`src/rtl/ps2_pkg.sv`:
```
// Shared PS/2 set-2 constants, prefix-tracker states and the
// scancode-to-ASCII lookup used by the scancode decoder.
package ps2_pkg;

  localparam logic [7:0] SC_BREAK    = 8'hF0;
  localparam logic [7:0] SC_EXT      = 8'hE0;
  localparam logic [7:0] SC_ENTER    = 8'h5A;
  localparam logic [7:0] ASCII_CR    = 8'h0D;
  localparam logic [7:0] ASCII_SPACE = 8'h20;

  typedef enum logic [1:0] {
    DEC_IDLE      = 2'd0,
    DEC_BREAK     = 2'd1,
    DEC_EXT       = 2'd2,
    DEC_EXT_BREAK = 2'd3
  } dec_state_e;

  // Returns {hit, ascii}; hit=0 for keys with no character.
  function automatic logic [8:0] sc_to_ascii(input logic [7:0] sc);
    logic [7:0] a;
    logic       hit;
    hit = 1'b1;
    a   = 8'h00;
    case (sc)
      8'h1C: a = 8'h41;
      8'h32: a = 8'h42;
      8'h21: a = 8'h43;
      8'h23: a = 8'h44;
      8'h24: a = 8'h45;
      8'h2B: a = 8'h46;
      8'h34: a = 8'h47;
      8'h33: a = 8'h48;
      8'h43: a = 8'h49;
      8'h3B: a = 8'h4A;
      8'h42: a = 8'h4B;
      8'h4B: a = 8'h4C;
      8'h3A: a = 8'h4D;
      8'h31: a = 8'h4E;
      8'h44: a = 8'h4F;
      8'h4D: a = 8'h50;
      8'h15: a = 8'h51;
      8'h2D: a = 8'h52;
      8'h1B: a = 8'h53;
      8'h2C: a = 8'h54;
      8'h3C: a = 8'h55;
      8'h2A: a = 8'h56;
      8'h1D: a = 8'h57;
      8'h22: a = 8'h58;
      8'h35: a = 8'h59;
      8'h1A: a = 8'h5A;
      8'h45: a = 8'h30;
      8'h16: a = 8'h31;
      8'h1E: a = 8'h32;
      8'h26: a = 8'h33;
      8'h25: a = 8'h34;
      8'h2E: a = 8'h35;
      8'h36: a = 8'h36;
      8'h3D: a = 8'h37;
      8'h3E: a = 8'h38;
      8'h46: a = 8'h39;
      8'h29: a = ASCII_SPACE;
      SC_ENTER: a = ASCII_CR;
      default: hit = 1'b0;
    endcase
    return {hit, a};
  endfunction

endpackage

```
`src/rtl/ps2_char_fifo.sv`:
```
// Small circular character buffer; pointers carry one extra
// wrap bit so full and empty are told apart by the MSB.
module ps2_char_fifo
  import ps2_pkg::*;
#(
  parameter int DEPTH = 4
) (
  input  logic       clk,
  input  logic       rst,
  input  logic       push,
  input  logic       pop,
  input  logic [7:0] din,
  output logic       full,
  output logic       empty,
  output logic [7:0] head
);

  localparam int AW = $clog2(DEPTH);

  logic [7:0]  mem_q [DEPTH];
  logic [7:0]  mem_d [DEPTH];
  logic [AW:0] wr_q, wr_d;
  logic [AW:0] rd_q, rd_d;
  logic        wr_en, rd_en;

  assign empty = (wr_q == rd_q);
  assign full  = (wr_q[AW] != rd_q[AW]) &&
                 (wr_q[AW-1:0] == rd_q[AW-1:0]);
  assign head  = mem_q[rd_q[AW-1:0]];

  // A full buffer still accepts a write when the head leaves this cycle.
  assign rd_en = pop && !empty;
  assign wr_en = push && (!full || rd_en);

  always_comb begin
    mem_d = mem_q;
    wr_d  = wr_q;
    rd_d  = rd_q;
    if (wr_en) begin
      mem_d[wr_q[AW-1:0]] = din;
      wr_d = wr_q + 1'b1;
    end
    if (rd_en) begin
      rd_d = rd_q + 1'b1;
    end
  end

  always_ff @(posedge clk) begin
    if (rst) begin
      wr_q <= '0;
      rd_q <= '0;
      for (int i = 0; i < DEPTH; i++) begin
        mem_q[i] <= 8'h00;
      end
    end else begin
      wr_q  <= wr_d;
      rd_q  <= rd_d;
      mem_q <= mem_d;
    end
  end

endmodule

```
`src/rtl/ps2_scancode_decoder.sv`:
```
// PS/2 set-2 make codes to uppercase ASCII over valid/ready.
// Define PS2_DECODER_FIFO_EN for a FIFO_DEPTH-entry buffer.
module ps2_scancode_decoder
  import ps2_pkg::*;
#(
  parameter int FIFO_DEPTH = 4
) (
  input  logic       clk,
  input  logic       rst,
  input  logic [7:0] ps2_received_data,
  input  logic       ps2_received_data_strb,
  input  logic       char_ready,
  output logic [7:0] char_data,
  output logic       char_valid,
  output logic       char_overflow
);

  dec_state_e state_q, state_d;
  logic [8:0] lut;
  logic       push;
  logic [7:0] push_char;
  logic       pop;
  logic       full;
  logic       ovf_q, ovf_d;

  assign lut = sc_to_ascii(ps2_received_data);

  always_comb begin
    state_d   = state_q;
    push      = 1'b0;
    push_char = lut[7:0];
    if (ps2_received_data_strb) begin
      unique case (state_q)
        DEC_IDLE: begin
          if (ps2_received_data == SC_BREAK) begin
            state_d = DEC_BREAK;
          end else if (ps2_received_data == SC_EXT) begin
            state_d = DEC_EXT;
          end else begin
            push = lut[8];
          end
        end
        DEC_EXT: begin
          if (ps2_received_data == SC_BREAK) begin
            state_d = DEC_EXT_BREAK;
          end else if (ps2_received_data == SC_ENTER) begin
            state_d   = DEC_IDLE;
            push      = 1'b1;
            push_char = ASCII_CR;
          end else if (ps2_received_data != SC_EXT) begin
            state_d = DEC_IDLE;
          end
        end
        default: state_d = DEC_IDLE;
      endcase
    end
  end

  assign pop   = char_valid && char_ready;
  assign ovf_d = push && full && !pop;
  assign char_overflow = ovf_q;

  always_ff @(posedge clk) begin
    if (rst) begin
      state_q <= DEC_IDLE;
      ovf_q   <= 1'b0;
    end else begin
      state_q <= state_d;
      ovf_q   <= ovf_d;
    end
  end

`ifdef PS2_DECODER_FIFO_EN
  logic empty;

  ps2_char_fifo #(
    .DEPTH(FIFO_DEPTH)
  ) u_fifo (
    .clk  (clk),
    .rst  (rst),
    .push (push),
    .pop  (pop),
    .din  (push_char),
    .full (full),
    .empty(empty),
    .head (char_data)
  );

  assign char_valid = !empty;
`else
  logic       valid_q, valid_d;
  logic [7:0] data_q, data_d;
  logic       unused_depth;

  assign unused_depth = FIFO_DEPTH[0];
  assign full       = valid_q;
  assign char_valid = valid_q;
  assign char_data  = data_q;

  always_comb begin
    valid_d = valid_q;
    data_d  = data_q;
    if (pop) begin
      valid_d = 1'b0;
    end
    if (push && (!full || pop)) begin
      valid_d = 1'b1;
      data_d  = push_char;
    end
  end

  always_ff @(posedge clk) begin
    if (rst) begin
      valid_q <= 1'b0;
      data_q  <= 8'h00;
    end else begin
      valid_q <= valid_d;
      data_q  <= data_d;
    end
  end
`endif

endmodule

```
`config.mk`:
```
export PLATFORM = sky130hd
export DESIGN_NAME = ps2_scancode_decoder
export DESIGN_NICKNAME = d
export VERILOG_FILES = /design/src/rtl/ps2_pkg.sv /design/src/rtl/ps2_char_fifo.sv /design/src/rtl/ps2_scancode_decoder.sv
export SDC_FILE = /design/constraint.sdc
export NUM_CORES = 1
export LEC_CHECK = 0
export ABC_AREA = 1
export CAP_MARGIN = 20
export CORE_ASPECT_RATIO = 0.9
export CORE_MARGIN = 2
export CORE_UTILIZATION = 45
export CTS_CLUSTER_SIZE = 20
export DETAILED_ROUTE_END_ITERATION = 8
export DONT_BUFFER_PORTS = 1
export SYNTH_ARGS = -nofsm -noshare
export SYNTH_HDL_FRONTEND = slang
export SYNTH_HIERARCHICAL = 1
export SYNTH_SLANG_ARGS = --single-unit
```
`constraint.sdc`:
```
create_clock -name clk -period 1.35 [get_ports clk]
set_input_delay 0.135 -clock clk [delete_from_list [all_inputs] [get_ports clk]]
set_output_delay 0.135 -clock clk [all_outputs]
set_load 0.1 [all_outputs]
```
Word-level counts from Yosys, hierarchy flattened
Index checks and enable logic that the tools add are counted.

$add $sub $neg: 0. Multipliers: 0. Divide/modulo/power cells: 0. $lt $le $gt $ge: 0. Equality and inequality tests: 44. Shift operators: 0. Multiplexer cells: 20. Bitwise logic cells: 0. Reductions and logical operators: 11.

Operators by type and width (number): $pmux W7 S38 (1); $eq A8 B6 Y1 const B (23); $eq A8 B7 Y1 const B (8); $eq A8 B5 Y1 const B (7); $reduce_or A38 Y1 (1); $mux W8 (4); $eq A8 B8 Y1 const B (2); $mux W2 (5); $mux W1 (8); $ne A8 B8 Y1 const B (1); $logic_and A1 B1 Y1 (4); $ne A4 B4 Y1 const B (1); $pmux W2 S2 (1); $ne A3 B3 Y1 const B (1); $reduce_and A3 Y1 (1); $eq A2 B2 Y1 const B (1); $logic_not A1 Y1 (2); $logic_not A2 Y1 (1); $pmux W1 S2 (1); $reduce_bool A2 Y1 (1); $logic_or A1 B1 Y1 (1).

Register bits: 12. Bits in latches: 0. RAM bits: 0. Memory bits (read-only): 0. Bits of input ports: 12. Output and inout bits: 10. Word-level logic and storage cells: 79. Memories: 0.

Logic depth before layout (Yosys ltp)
Gate-level depths: netlist of run 1.

Word-level depth: 9. Mapped depth: 14. Mapped depth without buffers: 13.

Worst setup path before layout of run 1
No wires, ideal clock.

Kind: reg-to-reg. From: register valid_q (netlist: char_valid). To: register data_q[0] (netlist: char_data[0]). Library setup time: 113 ps. Arrival time: 1622 ps. Required time: 1237 ps. Setup slack: -385 ps. Stages on the path, launching flop included: 6. Path buffers: 0. Clock period less this slack: 1735 ps. Cells stage by stage: dfxtp_1 > nand2_1 > nand3_4 > nand2_1 > nand2_1 > nor2_1.

Word-level cells in the longest chain between the ends: 3. Elaborated cells on any way between the ends: 4. Classes of those cells: reduce/logical: 4.

RTL lines: start, declared (RTL line ps2_scancode_decoder.sv:91) `logic valid_q, valid_d;`; start signal, assigned (RTL line ps2_scancode_decoder.sv:117) `valid_q <= valid_d;`; $logic_not A1 Y1 or $logic_and A1 B1 Y1 (tied branches) (RTL line ps2_scancode_decoder.sv:106, ps2_scancode_decoder.sv:59); $logic_or A1 B1 Y1 * (RTL line ps2_scancode_decoder.sv:106) `if (push && (!full || pop)) begin`; $logic_and A1 B1 Y1 * (RTL line ps2_scancode_decoder.sv:106); end signal, assigned (RTL line ps2_scancode_decoder.sv:118) `data_q <= data_d;`; end, declared (RTL line ps2_scancode_decoder.sv:92) `logic [7:0] data_q, data_d;`.

Mark *: on every way between the ends. The rest lies on a longest branch, timed or not. A chain may end at the register's enable or synchronous reset.

Worst setup path in the final report of run 1
From: register state_q[0]. To: register data_q[0] (netlist: char_data[0]).

Word-level cells in the longest chain between the ends: 4. Elaborated cells on any way between the ends: 7. Classes of those cells: eq/ne: 1; mux: 4; reduce/logical: 2.

RTL lines: start, declared (RTL line ps2_scancode_decoder.sv:18) `dec_state_e state_q, state_d;`; start signal, assigned (RTL line ps2_scancode_decoder.sv:68) `state_q <= state_d;`; $eq A2 B2 Y1 or $logic_not A2 Y1 (tied branches) (RTL line ps2_scancode_decoder.sv:33) `unique case (state_q)`; $pmux W1 S2 (RTL line ps2_scancode_decoder.sv:33); $mux W1 (RTL line ps2_scancode_decoder.sv:32) `if (ps2_received_data_strb) begin`; $logic_and A1 B1 Y1 (RTL line ps2_scancode_decoder.sv:106).

Parallel ways exist; a longest one is shown, timed or not.

==> run_results.csv, run 1 <==
group,metric,value,unit
outcome,status,"complete, but fails checks",
outcome,violations,"setup timing",
sta,rsz0062_at_grt,"yes",
routing,drc,0,
yosys,yosys.area.top_type_share,28.8,%
sta,hold_slack,81.3,ps
power,p_int,0.626,mW
yosys,synth_area,1330,sq um
critical_path,path_depth,7,
routing,vias,1727,
yosys,yosysUniqueCellTypes,20,
yosys,avgSynthCellArea,5.00,sq um
yosys,synth_nets,278,
cts,htreeDepth,1,
floorplan,die_h,55.6,microns
sta,final-hold-violation-count,0,
yosys,synth_seq_area_share,16.5,%
power,switching_share,42.5,%
place,routabilityCongestion,0.917,
yosys,syn_inst,266,
critical_path,worstSetupStartpointType,"flop",
critical_path,r2r_start,"state_q[0]",
yosys,ys.flop_type,"dfxtp_1",
power,max-vdd-ir-drop,0.00101,V
floorplan,die_area,3410,sq um
cts,clk_latency,270,ps
sta,final-setup-viol-count,8,
floorplan,io_pins,22,
yosys,async_flop_share,0,%
cts,clk_path_buf_depth,2,
cts,path_clk_slew,70,ps
global_routing,grtUsageTotal,24.7,%
critical_path,crit_end,"char_data[0]",
routing,avgViaCountPerCell,4.63,
critical_path,crit_required,1560,ps
routing,routedWlPerCell,10.6,microns
finish,nNetsFinal,346,
finish,drive_gt1_share,33.0,%
cts,cts_tree,"done",
critical_path,slowest_delay,360,ps
power,power_density,550,nW/um^2
yosys,ys_warn_count,6,
cts,cts-root-buf,"clkbuf_4",
hold_path,min_path_cells,2,
critical_path,path_buf_inv,0,
yosys,synth-edff-count,0,
floorplan,rows,18,
finish,num_antenna_cells,0,
power,clkPwrFrac,20.6,%
job,max_cap_violations,0,
critical_path,worstPathArrival,1600,ps
critical_path,regToRegSetupSlack,-40,ps
floorplan,initial_utilization,48.1,%
yosys,yosys-top-cells-count,"102 x nand2_1, 60 x nor2_1, 30 x inv_1",
finish,final_area,1980,sq um
floorplan,die_w,61.3,microns
sta,setup-tns-final,-80.3,ps
critical_path,critPathSlowestCell,"dfxtp_4",
global_routing,grt_pass1_wl,6.53,mm
critical_path,crit_family,"simple AND/OR/NAND/NOR gates",
hold_path,hold_path.class,"input port to flop",
global_routing,grt-ovfl-total,0,
floorplan,core_region_area,2770,sq um
routing,ant_nets,0,
critical_path,crit_fanout,7,
routing,first_pass_iters,4,
critical_path,endpoint_kind,"flop",
sta,min_period,1390,ps
power,p_total,1.09,mW
place,pre_cts_slack,-247,ps
sta,slew_viol_final,0,
finish,area_growth,48.4,%
routing,drt_wl_total,3.97,mm
global_routing,grt_max_degree,12,
yosys,synthMostInstantiatedCell,"nand2_1",
yosys,yosys-top-cells-area,"nand2_1 29%, nor2_1 17%, dfxtp_1 17%",
critical_path,worstReg2RegEnd,"char_data[0]",
global_routing,antenna_found_initial,0,
cts,clkSinkCount,11,
power,p_leak,1.17,nW
sta,fin_skew,1.92,ps
global_routing,grt_pass1_vias,1569,
critical_path,cp_common_cell,"nand2_2",
routing,drt_iter0_drc,120,
critical_path,crit_start,"state_q[0]",
place,portBuffers,0,
sta,fin_crit_sh,103,%
place,dp_hpwl,3.24,mm
power,switching_power,0.462,mW
yosys,ys_seq_elements,11,
critical_path,crit_type,"flop to flop",
critical_path,worstPathCellList,"nor2_4, nand3b_1, a21oi_4, nand3_4, nand2_2, nand2_2, nor2_2",
sta,fin_ws,-42.5,ps
sta,fmax,0.718,GHz
yosys,yosysTopAreaCell,"nand2_1",
power,power_frac_seq,33.9,%
critical_path,rr_worst_depth,7,
cts,numCtsBuffers,3,
power,p_comb_share,45.5,%
place,placed_cell_area,1830,sq um
logic make-up (layout without fill, tap and decap cells):
kind of cell	count (synthesis)	count (layout)	share of synthesized area, %
and+or+nand+nor	208	209	67.2
buffers and inverters	38	104	12.1
AOI/OAI and AO/OA	8	8	3.85
DFF	11	11	16.5
other	1	1	0.282
metal layers:
layer,routed length [microns],GRT usage [%],vias up
met3,227,5.58,0
met2,1730,37.8,48
met4,0,0.608,0
met1,2000,37.2,731
li1,-,-,948
met5,0,0,-
flip-flops by register name (all words and copies together) (netlist names):
register and cells:
char_data 7, state_q 2, char_overflow 1, char_valid 1
area by class of cell:
class                   instances  area [sq um]
multi-input cells             218          1020
fillers                       267           795
repair buffers                 65           519
flip-flops and latches         11           226
inverters                      35           131
well taps                      40          50.0
clock buffers                   4          26.3
power by group through the flow:
| stage | clock (mW) | sequential, mW | combinational [mW] |
|---|---|---|---|
| 6_report | 0.223 | 0.369 | 0.495 |
| 5_1_grt | 0.254 | 0.371 | 0.539 |
| 4_1_cts | 0.229 | 0.364 | 0.437 |
| 3_5_place_dp | 0 | 0.371 | 0.434 |
| 3_3_place_gp | 0 | 0.371 | 0.429 |
| 2_1_floorplan | 0 | 0.499 | 0.200 |
stage by stage:
stage                     instances  util [%]
after floorplan                 266         -
after global placement          363      66.0
after detailed placement        363      66.0
after CTS                       368      67.3
after global routing            373      71.3
final                           373      71.3
worst min-delay path by stage:
stage                           start          to  slack, ps
2_1_floorplan                     rst  char_valid        240
3_3_place_gp                      rst  char_valid        250
3_5_place_dp                      rst  char_valid        250
4_1_cts        ps2_received_data_strb  state_q[0]         90
5_1_grt        ps2_received_data_strb  state_q[0]         90
6_report       ps2_received_data_strb  state_q[0]         80
worst register-to-register path: cells and delay by family (launching register included):
family / cells / cell delay, ps
DFF: 1 / 360
AOI/OAI and AO/OA: 1 / 340
and+or+nand+nor: 6 / 630
cells in the final DEF, fill, tap and decap left out:
cell type / Yosys / routed
inv_2: 4 / 5
clkbuf_1: 0 / 1
o21ai_0: 5 / 5
dfxtp_1: 11 / 8
clkbuf_4: 0 / 3
clkinv_1: 1 / 1
nand2_2: 7 / 14
inv_1: 30 / 29
nand3b_1: 2 / 2
nor2_4: 0 / 3
nand3_4: 1 / 3
buf_12: 0 / 2
a21oi_4: 1 / 1
nand4_1: 9 / 9
nand3_1: 11 / 11
buf_4: 1 / 61
nor2_1: 60 / 54
nand2_1: 102 / 95
dfxtp_2: 0 / 2
nor3_1: 4 / 4
a21oi_1: 2 / 2
conb_1: 1 / 1
nor2_2: 11 / 14
dlygate4sd3_1: 0 / 1
dfxtp_4: 0 / 1
buf_6: 2 / 1
repair_timing:
item / in CTS / in global routing
gates resized for setup: 0 / 23
hold buffers: 1 / 0
hold endpoints to repair: 1 / 0
setup buffers: 0 / 4
endpoints found under the setup margin: 0 / 9
Note: power is estimated with default switching activity, not from simulation.
==> inputs of run 2 (changes only) <==
--- a/config.mk
+++ b/config.mk
@@ -9,7 +9,7 @@
 export CAP_MARGIN = 20
 export CORE_ASPECT_RATIO = 0.9
 export CORE_MARGIN = 2
-export CORE_UTILIZATION = 45
+export CORE_UTILIZATION = 25
 export CTS_CLUSTER_SIZE = 20
 export DETAILED_ROUTE_END_ITERATION = 8
 export DONT_BUFFER_PORTS = 1
==> run 2 against run 1 <==
  * The flow still finishes with violations (setup timing)
  * Sequential power hardly changed
  * Core utilization down 34 points
  * Largest power group unchanged
  * Fmax up 1.7%
  * Routed wire length down 1.3%
  * Register-to-register slack improved by 20 ps
  * Cell area shrank 3.1%
  * Critical endpoint is now char_data[5]
==> run_results.csv, run 2 (synthesized netlist as in run 1, its figures left out) <==
group,metric,value,unit
floorplan,io_pins,22,
routing,routedWlPerCell,10.1,microns
outcome,status,"complete, but fails checks",
sta,final-setup-viol-count,2,
sta,final-hold-violation-count,0,
place,routabilityCongestion,0.848,
power,switching_power,0.455,mW
critical_path,path_buf_inv,1,
sta,fin_ws,-19.0,ps
routing,vias,1709,
critical_path,crit_required,1480,ps
critical_path,critPathSlowestCell,"dfxtp_2",
floorplan,die_w,80.9,microns
critical_path,worstPathArrival,1500,ps
finish,fill_cells,586,
global_routing,antenna_found_initial,0,
finish,largest_register_ffs,7,
critical_path,cp_common_cell,"nor2_1",
cts,cts_tree,"done",
power,power_frac_seq,31.9,%
outcome,violations,"setup timing",
place,pre_cts_slack,-333,ps
routing,first_pass_iters,4,
power,p_leak,1.12,nW
cts,cts-root-buf,"clkbuf_8",
critical_path,worstPathCellList,"nor2_1, nand3b_1, a21oi_4, buf_6, nand4_1, nand2_1, nor2_1",
place,portBuffers,0,
routing,avgViaCountPerCell,4.42,
critical_path,endpoint_kind,"flop",
cts,numCtsBuffers,3,
power,p_total,1.15,mW
sta,fin_crit_sh,101,%
finish,num_antenna_cells,0,
finish,nNetsFinal,333,
place,dp_hpwl,3.29,mm
finish,drive_gt1_share,29.7,%
cts,clk_path_buf_depth,2,
global_routing,grtUsageTotal,14.3,%
floorplan,rows,25,
finish,final_core_util,36.9,%
sta,fmax,0.730,GHz
critical_path,slowest_delay,330,ps
critical_path,worstSetupStartpointType,"flop",
cts,clkSinkCount,11,
cts,htreeDepth,1,
finish,layout_commonest_cell,"nand2_1",
power,power_density,599,nW/um^2
power,p_comb_share,40.0,%
finish,area_growth,43.8,%
routing,drc,0,
power,p_int,0.692,mW
global_routing,grt_max_degree,13,
power,max-vdd-ir-drop,0.000507,V
routing,drt_iter0_drc,72,
cts,clk_latency,230,ps
job,max_cap_violations,0,
critical_path,crit_type,"flop to flop",
power,switching_share,39.6,%
critical_path,crit_fanout,5,
routing,ant_nets,0,
floorplan,die_area,5930,sq um
global_routing,grt_pass1_vias,1634,
power,clkPwrFrac,28.1,%
cts,path_clk_slew,50,ps
global_routing,grt-ovfl-total,0,
floorplan,die_h,73.2,microns
global_routing,grt_pass1_wl,6.80,mm
sta,rsz0062_at_grt,"yes",
critical_path,crit_family,"simple AND/OR/NAND/NOR gates",
sta,min_period,1370,ps
sta,setup-tns-final,-29.9,ps
floorplan,core_region_area,5190,sq um
finish,final_cell_mix,"94 x nand2_1, 55 x nor2_1, 49 x buf_4",
hold_path,hold_path.class,"input port to flop",
sta,slew_viol_final,0,
floorplan,initial_utilization,25.6,%
sta,fin_skew,0.434,ps
routing,drt_wl_total,3.91,mm
[run 2: worst register-to-register path, cell delays in order (launching register included)]
cell and delay [ps]:
dfxtp_2 330, nor2_1 90, nand3b_1 160, a21oi_4 330, buf_6 150, nand4_1 90
nand2_1 80, nor2_1 40
[run 2: worst paths after layout]
kind,slack (ps),from,end,depth (start not counted)
worst max-delay path,-20,state_q[0],char_data[5],7
worst max register to register,-20,state_q[0],char_data[5],7
worst min register to register,500,state_q[0],state_q[0],2
worst min-delay path,120,ps2_received_data_strb,state_q[0],2
[run 2: power groups by stage]
stage	combinational [mW]	sequential, mW	clock (mW)
4_1_cts	0.423	0.365	0.335
3_5_place_dp	0.418	0.372	0
5_1_grt	0.506	0.370	0.350
2_1_floorplan	0.200	0.499	0
3_3_place_gp	0.416	0.371	0
6_report	0.459	0.366	0.322
[run 2: repair_timing]
item                                    in CTS  in global routing
setup buffers                                0                  1
pin swaps                                    0                 10
hold endpoints to repair                     1                  0
hold buffers                                 1                  0
gates cloned                                 0                  1
resized for setup                            1                 19
endpoints found under the setup margin       9                 11
[run 2: area by class of cell]
type / count / area [sq um] / area share (%)
multi-input cells: 218 / 1020 / 53.4
repair buffers: 52 / 409 / 21.4
flip-flops and latches: 11 / 223 / 11.6
inverters: 35 / 131 / 6.86
well taps: 67 / 83.8 / 4.38
clock buffers: 4 / 45.0 / 2.35
[run 2: metal layers]
metal / GRT usage, % / share of wire, % / vias up
li1: - / - / 918
met1: 18.3 / 45 / 742
met2: 24.6 / 48 / 45
met3: 3.22 / 5.6 / 4
met4: 3.01 / 1.0 / 0
met5: 0 / 0 / -
[run 2: stage by stage]
step | area [sq um] | hold WS, ps | cells
after global routing | 1910 | 154 | 387
final | 1910 | 122 | 387
after detailed placement | 1770 | 251 | 380
after floorplan | 1330 | 243 | 266
after CTS | 1830 | 125 | 385
after global placement | 1770 | 256 | 380
==> inputs of run 3 (changes only) <==
--- a/config.mk
+++ b/config.mk
@@ -10,6 +10,7 @@
 export CORE_ASPECT_RATIO = 0.9
 export CORE_MARGIN = 2
 export CORE_UTILIZATION = 25
+export CTS_BUF_LIST = sky130_fd_sc_hd__clkbuf_4 sky130_fd_sc_hd__clkbuf_8 sky130_fd_sc_hd__clkbuf_16
 export CTS_CLUSTER_SIZE = 20
 export DETAILED_ROUTE_END_ITERATION = 8
 export DONT_BUFFER_PORTS = 1
==> run 3 against run 2 <==
  * The run still ends with setup timing left
  * Power is 1.8% higher
  * Critical path type unchanged
  * Via count is 0.12% lower
  * Core utilization is 0.072 points higher
==> run_results.csv, run 3 (synthesized netlist as in run 1, its figures left out) <==
group,metric,value,unit
outcome,status,"complete, but fails checks",
outcome,violations,"setup timing",
routing,avgViaCountPerCell,4.41,
floorplan,rows,25,
floorplan,die_area,5930,sq um
critical_path,worstPathCellList,"nor2_1, nand3b_1, a21oi_4, buf_6, nand4_1, nand2_1, nor2_1",
critical_path,worstPathArrival,1500,ps
critical_path,endpoint_kind,"flop",
cts,clk_latency,230,ps
global_routing,grt_max_degree,13,
finish,num_antenna_cells,0,
cts,clkSinkCount,11,
job,max_cap_violations,0,
cts,numCtsBuffers,3,
sta,fmax,0.730,GHz
finish,regArea,223,sq um
place,dp_hpwl,3.29,mm
finish,final_cell_mix,"94 x nand2_1, 55 x nor2_1, 49 x buf_4",
critical_path,critPathSlowestCell,"dfxtp_2",
power,switching_power,0.455,mW
global_routing,grt_pass1_wl,6.80,mm
power,max-vdd-ir-drop,0.000520,V
power,p_leak,1.12,nW
routing,drc,0,
power,power_density,609,nW/um^2
cts,path_clk_slew,50,ps
sta,final-setup-viol-count,2,
sta,hold_slack,122,ps
floorplan,core_region_area,5190,sq um
global_routing,grt_pass1_vias,1634,
finish,multi_input_area,1020,sq um
sta,min_period,1370,ps
cts,htreeDepth,1,
global_routing,antenna_found_initial,0,
place,placed_cell_area,1770,sq um
sta,fin_ws,-19.0,ps
finish,fill_cells,586,
routing,first_pass_iters,4,
critical_path,slowest_delay,330,ps
finish,drive_gt1_share,30.0,%
power,p_total,1.17,mW
power,switching_share,39.0,%
sta,final-hold-violation-count,0,
critical_path,crit_required,1480,ps
global_routing,grt-ovfl-total,0,
routing,vias,1707,
place,portBuffers,0,
finish,nNetsFinal,333,
place,pre_cts_slack,-333,ps
finish,area_growth,44.1,%
sta,fin_crit_sh,101,%
critical_path,crit_fanout,5,
global_routing,grtUsageTotal,14.3,%
hold_path,hold_path.class,"input port to flop",
critical_path,crit_type,"flop to flop",
floorplan,io_pins,22,
routing,drt_iter0_drc,72,
cts,clk_path_buf_depth,2,
power,p_comb_share,39.3,%
sta,rsz0062_at_grt,"yes",
finish,final_area,1920,sq um
floorplan,initial_utilization,25.6,%
critical_path,cp_common_cell,"nor2_1",
routing,ant_nets,0,
sta,slew_viol_final,0,
routing,routedWlPerCell,10.1,microns
floorplan,die_w,80.9,microns
place,routabilityCongestion,0.848,
power,clkPwrFrac,29.3,%
floorplan,die_h,73.2,microns
sta,setup-tns-final,-29.9,ps
power,p_int,0.712,mW
finish,layout_commonest_cell,"nand2_1",
finish,largest_register_ffs,7,
sta,fin_skew,0.488,ps
cts,cts-root-buf,"clkbuf_8",
critical_path,worstSetupStartpointType,"flop",
routing,drt_wl_total,3.92,mm
cts,cts_tree,"done",
power,power_frac_seq,31.4,%
run 3: cell types whose count changed in the layout (fill, tap and decap cells not counted):
cell and change:
clkbuf_4 +1, clkbuf_1 -1
run 3: layout make-up:
| cell class | count | share of cell area (%) |
|---|---|---|
| inverters | 35 | 6.85 |
| well taps | 67 | 4.37 |
| repair buffers | 52 | 21.3 |
| multi-input cells | 218 | 53.3 |
| flip-flops and latches | 11 | 11.6 |
| clock buffers | 4 | 2.54 |
run 3: per-stage QoR:
step / std cells / util (%)
floorplan: 266 / -
global placement: 380 / 34.2
detailed placement: 380 / 34.2
CTS: 385 / 35.4
global route: 387 / 36.9
finish: 387 / 36.9
run 3: critical path, delay by kind of cell (launching register included):
| kind | cells | cell delay (ps) |
|---|---|---|
| AO/OA/AOI/OAI | 1 | 330 |
| buffers and inverters | 1 | 150 |
| flip-flops | 1 | 330 |
| AND/OR/NAND/NOR | 5 | 450 |
run 3: what timing repair did:
action	4_1_cts	5_1_grt
resized for setup	1	19
hold buffers	1	0
gates cloned	0	1
pin swaps	0	10
buffers inserted	0	1
hold endpoints to repair	1	0
endpoints found under the setup margin	9	11
run 3: power groups by stage:
stage	Clock [mW]	Sequential (mW)	Combinational (mW)
5_1_grt	0.371	0.370	0.506
3_5_place_dp	0	0.372	0.418
6_report	0.342	0.366	0.459
2_1_floorplan	0	0.499	0.200
3_3_place_gp	0	0.371	0.416
4_1_cts	0.355	0.365	0.423
run 3: worst paths after layout:
| check | from | to | slack, ps | depth (start not counted) |
|---|---|---|---|---|
| hold reg to reg | state_q[0] | state_q[0] | 500 | 2 |
| setup reg to reg | state_q[0] | char_data[5] | -20 | 7 |
| hold / removal | ps2_received_data_strb | state_q[0] | 120 | 2 |
| setup / recovery | state_q[0] | char_data[5] | -20 | 7 |
run 3: per-layer routing:
metal  vias up  part of all wire [%]  global-route usage [%]
li1        918                     -                       -
met1       739                    45                    18.3
met2        46                    48                    24.6
met3         4                   5.6                    3.22
met4         0                   1.0                    3.01
met5         -                     0                       0
